--- config.mk ---
export PLATFORM = sky130hd
export DESIGN_NAME = bypass_regfile
export DESIGN_NICKNAME = d
export VERILOG_FILES = /design/src/rtl/bypass_regfile.sv
export SDC_FILE = /design/constraint.sdc
export NUM_CORES = 2
export LEC_CHECK = 0
export CAP_MARGIN = 25
export CORE_MARGIN = 5
export CORE_UTILIZATION = 50
export DETAILED_ROUTE_END_ITERATION = 8
export HOLD_SLACK_MARGIN = 0.1
export PLACE_DENSITY_LB_ADDON = 0.25
export SYNTH_ARGS = -nofsm -noshare
export SYNTH_HDL_FRONTEND = slang
export SYNTH_SLANG_ARGS = --single-unit
--- constraint.sdc ---
create_clock -name clk -period 5.4 [get_ports clk]
set_input_delay 1.08 -clock clk [delete_from_list [all_inputs] [get_ports clk]]
set_output_delay 1.08 -clock clk [all_outputs]
set_load 0.05 [all_outputs]
--- src/rtl/bypass_regfile.sv ---
// rtl/bypass_regfile.sv - multi-port register file with write-to-read bypass and busy scoreboard
// Highest-index write port wins on address collisions; issue beats write for the busy bit.
module bypass_regfile #(
  parameter int DATA_W   = 32,
  parameter int ADDR_W   = 5,
  parameter int NRD      = 2,
  parameter int NWR      = 2,
  parameter int ZERO_REG = 1
) (
  input  logic                    clk,
  input  logic                    rst,
  input  logic [NRD*ADDR_W-1:0]   rd_addr,
  output logic [NRD*DATA_W-1:0]   rd_data,
  output logic [NRD-1:0]          rd_ready,
  input  logic [NWR-1:0]          wr_en,
  input  logic [NWR*ADDR_W-1:0]   wr_addr,
  input  logic [NWR*DATA_W-1:0]   wr_data,
  input  logic                    iss_en,
  input  logic [ADDR_W-1:0]       iss_addr,
  output logic                    wr_collide
);

  localparam int DEPTH = 2 ** ADDR_W;

  logic [DATA_W-1:0] regs_q [DEPTH];
  logic [DATA_W-1:0] regs_d [DEPTH];
  logic [DEPTH-1:0]  busy_q;
  logic [DEPTH-1:0]  busy_d;
  logic              collide_q;
  logic              collide_d;

  function automatic logic is_zero_reg(input logic [ADDR_W-1:0] a);
    return (ZERO_REG != 0) && (a == '0);
  endfunction

  // Read side: ascending scan so the highest matching write port overrides.
  always_comb begin
    logic [ADDR_W-1:0] a;
    logic              hit;
    logic [DATA_W-1:0] byp;
    rd_data  = '0;
    rd_ready = '0;
    for (int k = 0; k < NRD; k++) begin
      a   = rd_addr[k*ADDR_W +: ADDR_W];
      hit = 1'b0;
      byp = '0;
      for (int j = 0; j < NWR; j++) begin
        if (rst && wr_en[j] && (wr_addr[j*ADDR_W +: ADDR_W] == a)) begin
          hit = 1'b1;
          byp = wr_data[j*DATA_W +: DATA_W];
        end
      end
      if (is_zero_reg(a)) begin
        rd_data[k*DATA_W +: DATA_W] = '0;
        rd_ready[k]                 = 1'b1;
      end else begin
        rd_data[k*DATA_W +: DATA_W] = hit ? byp : regs_q[a];
        rd_ready[k]                 = !busy_q[a] || hit;
      end
    end
  end

  always_comb begin
    logic [ADDR_W-1:0] wa;
    regs_d    = regs_q;
    busy_d    = busy_q;
    collide_d = 1'b0;
    for (int j = 0; j < NWR; j++) begin
      wa = wr_addr[j*ADDR_W +: ADDR_W];
      if (wr_en[j] && !is_zero_reg(wa)) begin
        regs_d[wa] = wr_data[j*DATA_W +: DATA_W];
        busy_d[wa] = 1'b0;
      end
    end
    // Issue is applied after writes so a same-cycle newer producer keeps the register busy.
    if (iss_en && !is_zero_reg(iss_addr)) begin
      busy_d[iss_addr] = 1'b1;
    end
    for (int i = 0; i < NWR; i++) begin
      for (int j = i + 1; j < NWR; j++) begin
        if (wr_en[i] && wr_en[j] &&
            (wr_addr[i*ADDR_W +: ADDR_W] == wr_addr[j*ADDR_W +: ADDR_W])) begin
          collide_d = 1'b1;
        end
      end
    end
  end

  always_ff @(posedge clk) begin
    if (!rst) begin
      for (int i = 0; i < DEPTH; i++) begin
        regs_q[i] <= '0;
      end
      busy_q    <= '0;
      collide_q <= 1'b0;
    end else begin
      for (int i = 0; i < DEPTH; i++) begin
        regs_q[i] <= regs_d[i];
      end
      busy_q    <= busy_d;
      collide_q <= collide_d;
    end
  end

  assign wr_collide = collide_q;

endmodule
==> metrics.md <==
| Metric | Value |
|---|---|
| Outcome | complete, but fails checks |
| Failing checks | setup timing |
| Worst setup SP type | input port |
| Peak supply drop | 269 uV |
| Required @ worst endpoint | 4320 ps |
| Seq cells post-synth | 1,057 |
| Routed len/inst | 35.2 microns |
| Hpwl dp | 187,000 microns |
| Vias per Instance | 7.49 |
| Post-Syn Area | 0.0686 sq mm |
| Layout cells sized above 1 | 0.199 |
| Setup violators final | 1 |
| Routability Congestion | 0.964 |
| Commonest non-fill, non-tap cell in the layout | dfxtp_1 |
| Post-synthesis sequential area ratio | 0.308 |
| Most frequent cells in the layout | 1,057 x dfxtp_1, 1,040 x nand2_1, 992 x o211a_1 |
| Largest net degree at the start of global routing | 226 |
| GR Overflow Total | 0 |
| Setup bufs post-CTS | 0 |
| Largest cells by area after synthesis | dfxtp_1 31%, o211a_1 14%, mux2i_1 12% |
| Number of synthesized flops with an enable pin | 0 |
| Worst-path cell chain | clkdlybuf4s50_1 > buf_4 > inv_1 > nand2_4 > buf_12 > buf_12 > o22ai_1 > nor3_1 > nor4_1 > buf_4 > a21oi_1 > buf_12 |
| CTS H-tree lvls | 3 |
| Hold_buf cts | 0 |
| Most frequent CP cell | buf_12 |
| Slew Viols, Final | 0 |
| Clock Skew | 0 ps |
| Core box area | 0.137 sq mm |
| Top-level port count | 161 |
| DR pass1 iterations | 7 |
| Cts bufs inserted | 117 |
| Post-Syn Nets | 7,571 |
| Cells after Synth | 7,477 |
| Achievable Freq | 0.185 GHz |
| Total GRT Usage | 0.414 |
| Worst EP arrival | 4320 ps |
| PnR worst setup slack | -3.59 ps |
| Routed via count | 67,700 |
| Initial Util | 0.501 |
| # resized after CTS | 0 |
| Number of buffers added on ports | 160 |
| # DRC | 0 |
| Worst slew margin | 0.0150 |
| Antenna violations before repair | 12 |
| ANT nets after route | 0 |
| Row count | 136 |
| CP peak stage delay | 920 ps |
| Die Height | 380 microns |
| Tmin final | 5400 ps |
| RSZ-0062 raised after global routing | no |
| Setup Crit Path Kind | input port to primary output |
| WHS | 488 ps |
| Setup TNS | -3.59 ps |
| DRT Wirelength | 318,000 microns |
| Vias in the first global route | 62,700 |
| DRT iter0 DRCs | 11,600 |
| Tcrit/Tclk final | 1.00 |
| Die extent in x | 380 microns |
| Final Hold Viols | 0 |
| Worst min-delay path class | register to register |
| Cell taking the most area after synthesis | dfxtp_1 |
| Clk pin slew, worst setup/hold paths | 70 ps |
| Full die area | 0.145 sq mm |
| First-pass GRT wire length | 446,000 microns |
| Nets | 7,224 |
| Layout area overhead | 12.5% |
| Crit-path max FO | 35 |
| Fill cells | 11,800 |
| Main flop type after synthesis | dfxtp_1 |
| Max-cap viol count | 0 |
| Synth top area share | 0.308 |
| Worst slew pin tran | 1480 ps |
| Worst skew pair latency | 800 ps |
| Avg Cell Area, Syn | 9.18 sq um |
| CTS tree | done |
| Distinct cell type count after synthesis | 70 |
| Sink Count | 1,057 |
| Cell area power density | 257 mW/mm^2 |
| Root Driver | clkbuf_16 |
| Ys Warns | 0 |
| Clock buffer depth | 3 |
| Post-synth ARST share | 0 |
| Worst-path cell with the longest stage delay | nor4_1 |
| CP Capture Type | primary output |
| Leak | 41.7 nW |
synth_stat cells (14+ instances only):
master / count
dfxtp_1: 1057
a22oi_1: 106
mux2i_1: 832
buf_2: 258
nor2b_1: 40
nand2_1: 1078
o211ai_1: 55
buf_6: 23
nor4_1: 30
nor2_1: 28
xnor2_1: 14
mux2_2: 495
mux4_2: 179
clkbuf_1: 616
a21oi_1: 100
a32oi_1: 27
buf_1: 95
o211a_1: 992
nand3_1: 749
o221ai_1: 62
and2_1: 45
o22ai_1: 240
nor3_1: 141
buf_4: 40
mux4_1: 14
worst max-delay path, delay by kind of cell:
kind                   cells  cell delay (ps)
AOI/OAI and AO/OA          2              290
buffers and inverters      7             1730
and+or+nand+nor            3             1160
cells by family (layout without fill, tap and decap cells):
logic type,count (synthesis),in the layout,share of synthesized area
other cells,0,13,0
xor+xnor,25,25,0.00330
flops,1057,1057,0.308
mux,1521,1521,0.267
buf+inv,1049,798,0.0676
compound gates,1654,1654,0.211
simple gates,2171,2171,0.142
sequential cells by signal (all words and copies together) (netlist names):
| register | cells |
|---|---|
| wr_collide | 1 |
| busy_q | 32 |
| regs_q | 1024 |
through the flow:
| step | power (W) | worst slack [ps] | area, sq um | instances | utilization |
|---|---|---|---|---|---|
| CTS | 0.0196 | 30.5 | 77000 | 9017 | 0.562 |
| global placement | 0.0113 | 31.6 | 73000 | 8798 | 0.533 |
| floorplan | 0.0100 | 1140 | 68600 | 7477 | - |
| global route | 0.0201 | 70.7 | 77100 | 9020 | 0.563 |
| finish | 0.0198 | -3.59 | 77200 | 9033 | 0.563 |
| detailed placement | 0.0113 | 62.2 | 73100 | 8802 | 0.534 |
metal layers:
metal  global-route usage  vias up  routed length [microns]
li1                     -    27200                        -
met3                0.149     1709                    48800
met5                    0        -                       56
met2                0.580     5828                   126000
met1                0.516    32900                   112000
met4                0.316        8                    31000
cell type report:
type | instances | area (sq um) | share of cell area
Multi-Input combinational cell | 5371 | 43400 | 0.563
Clock inverter | 36 | 485 | 0.00629
Antenna cell | 13 | 32.5 | 0.000422
Sequential cell | 1057 | 21200 | 0.274
Inverter | 11 | 41.3 | 0.000535
Tap cell | 1794 | 2240 | 0.0291
Clock buffer | 179 | 3440 | 0.0446
Timing Repair Buffer | 572 | 6330 | 0.0820
report_power, final:
group | total, W | internal, W | switching, W
clock | 0.00847 | 0.00481 | 0.00366
combinational | 0.00327 | 0.00117 | 0.00209
sequential | 0.00806 | 0.00795 | 0.000113
total | 0.0198 | 0.0139 | 0.00587
path summary, 6_finish.rpt:
| check | from | to | slack (ps) | cells after the start |
|---|---|---|---|---|
| hold / removal | regs_q[996] | regs_q[996] | 490 | 1 |
| hold reg to reg | regs_q[996] | regs_q[996] | 490 | 1 |
| setup reg to reg | regs_q[388] | regs_q[388] | 4510 | 3 |
| setup / recovery | rd_addr[7] | rd_data[58] | -4 | 12 |
(Power assumes the default switching activity.)
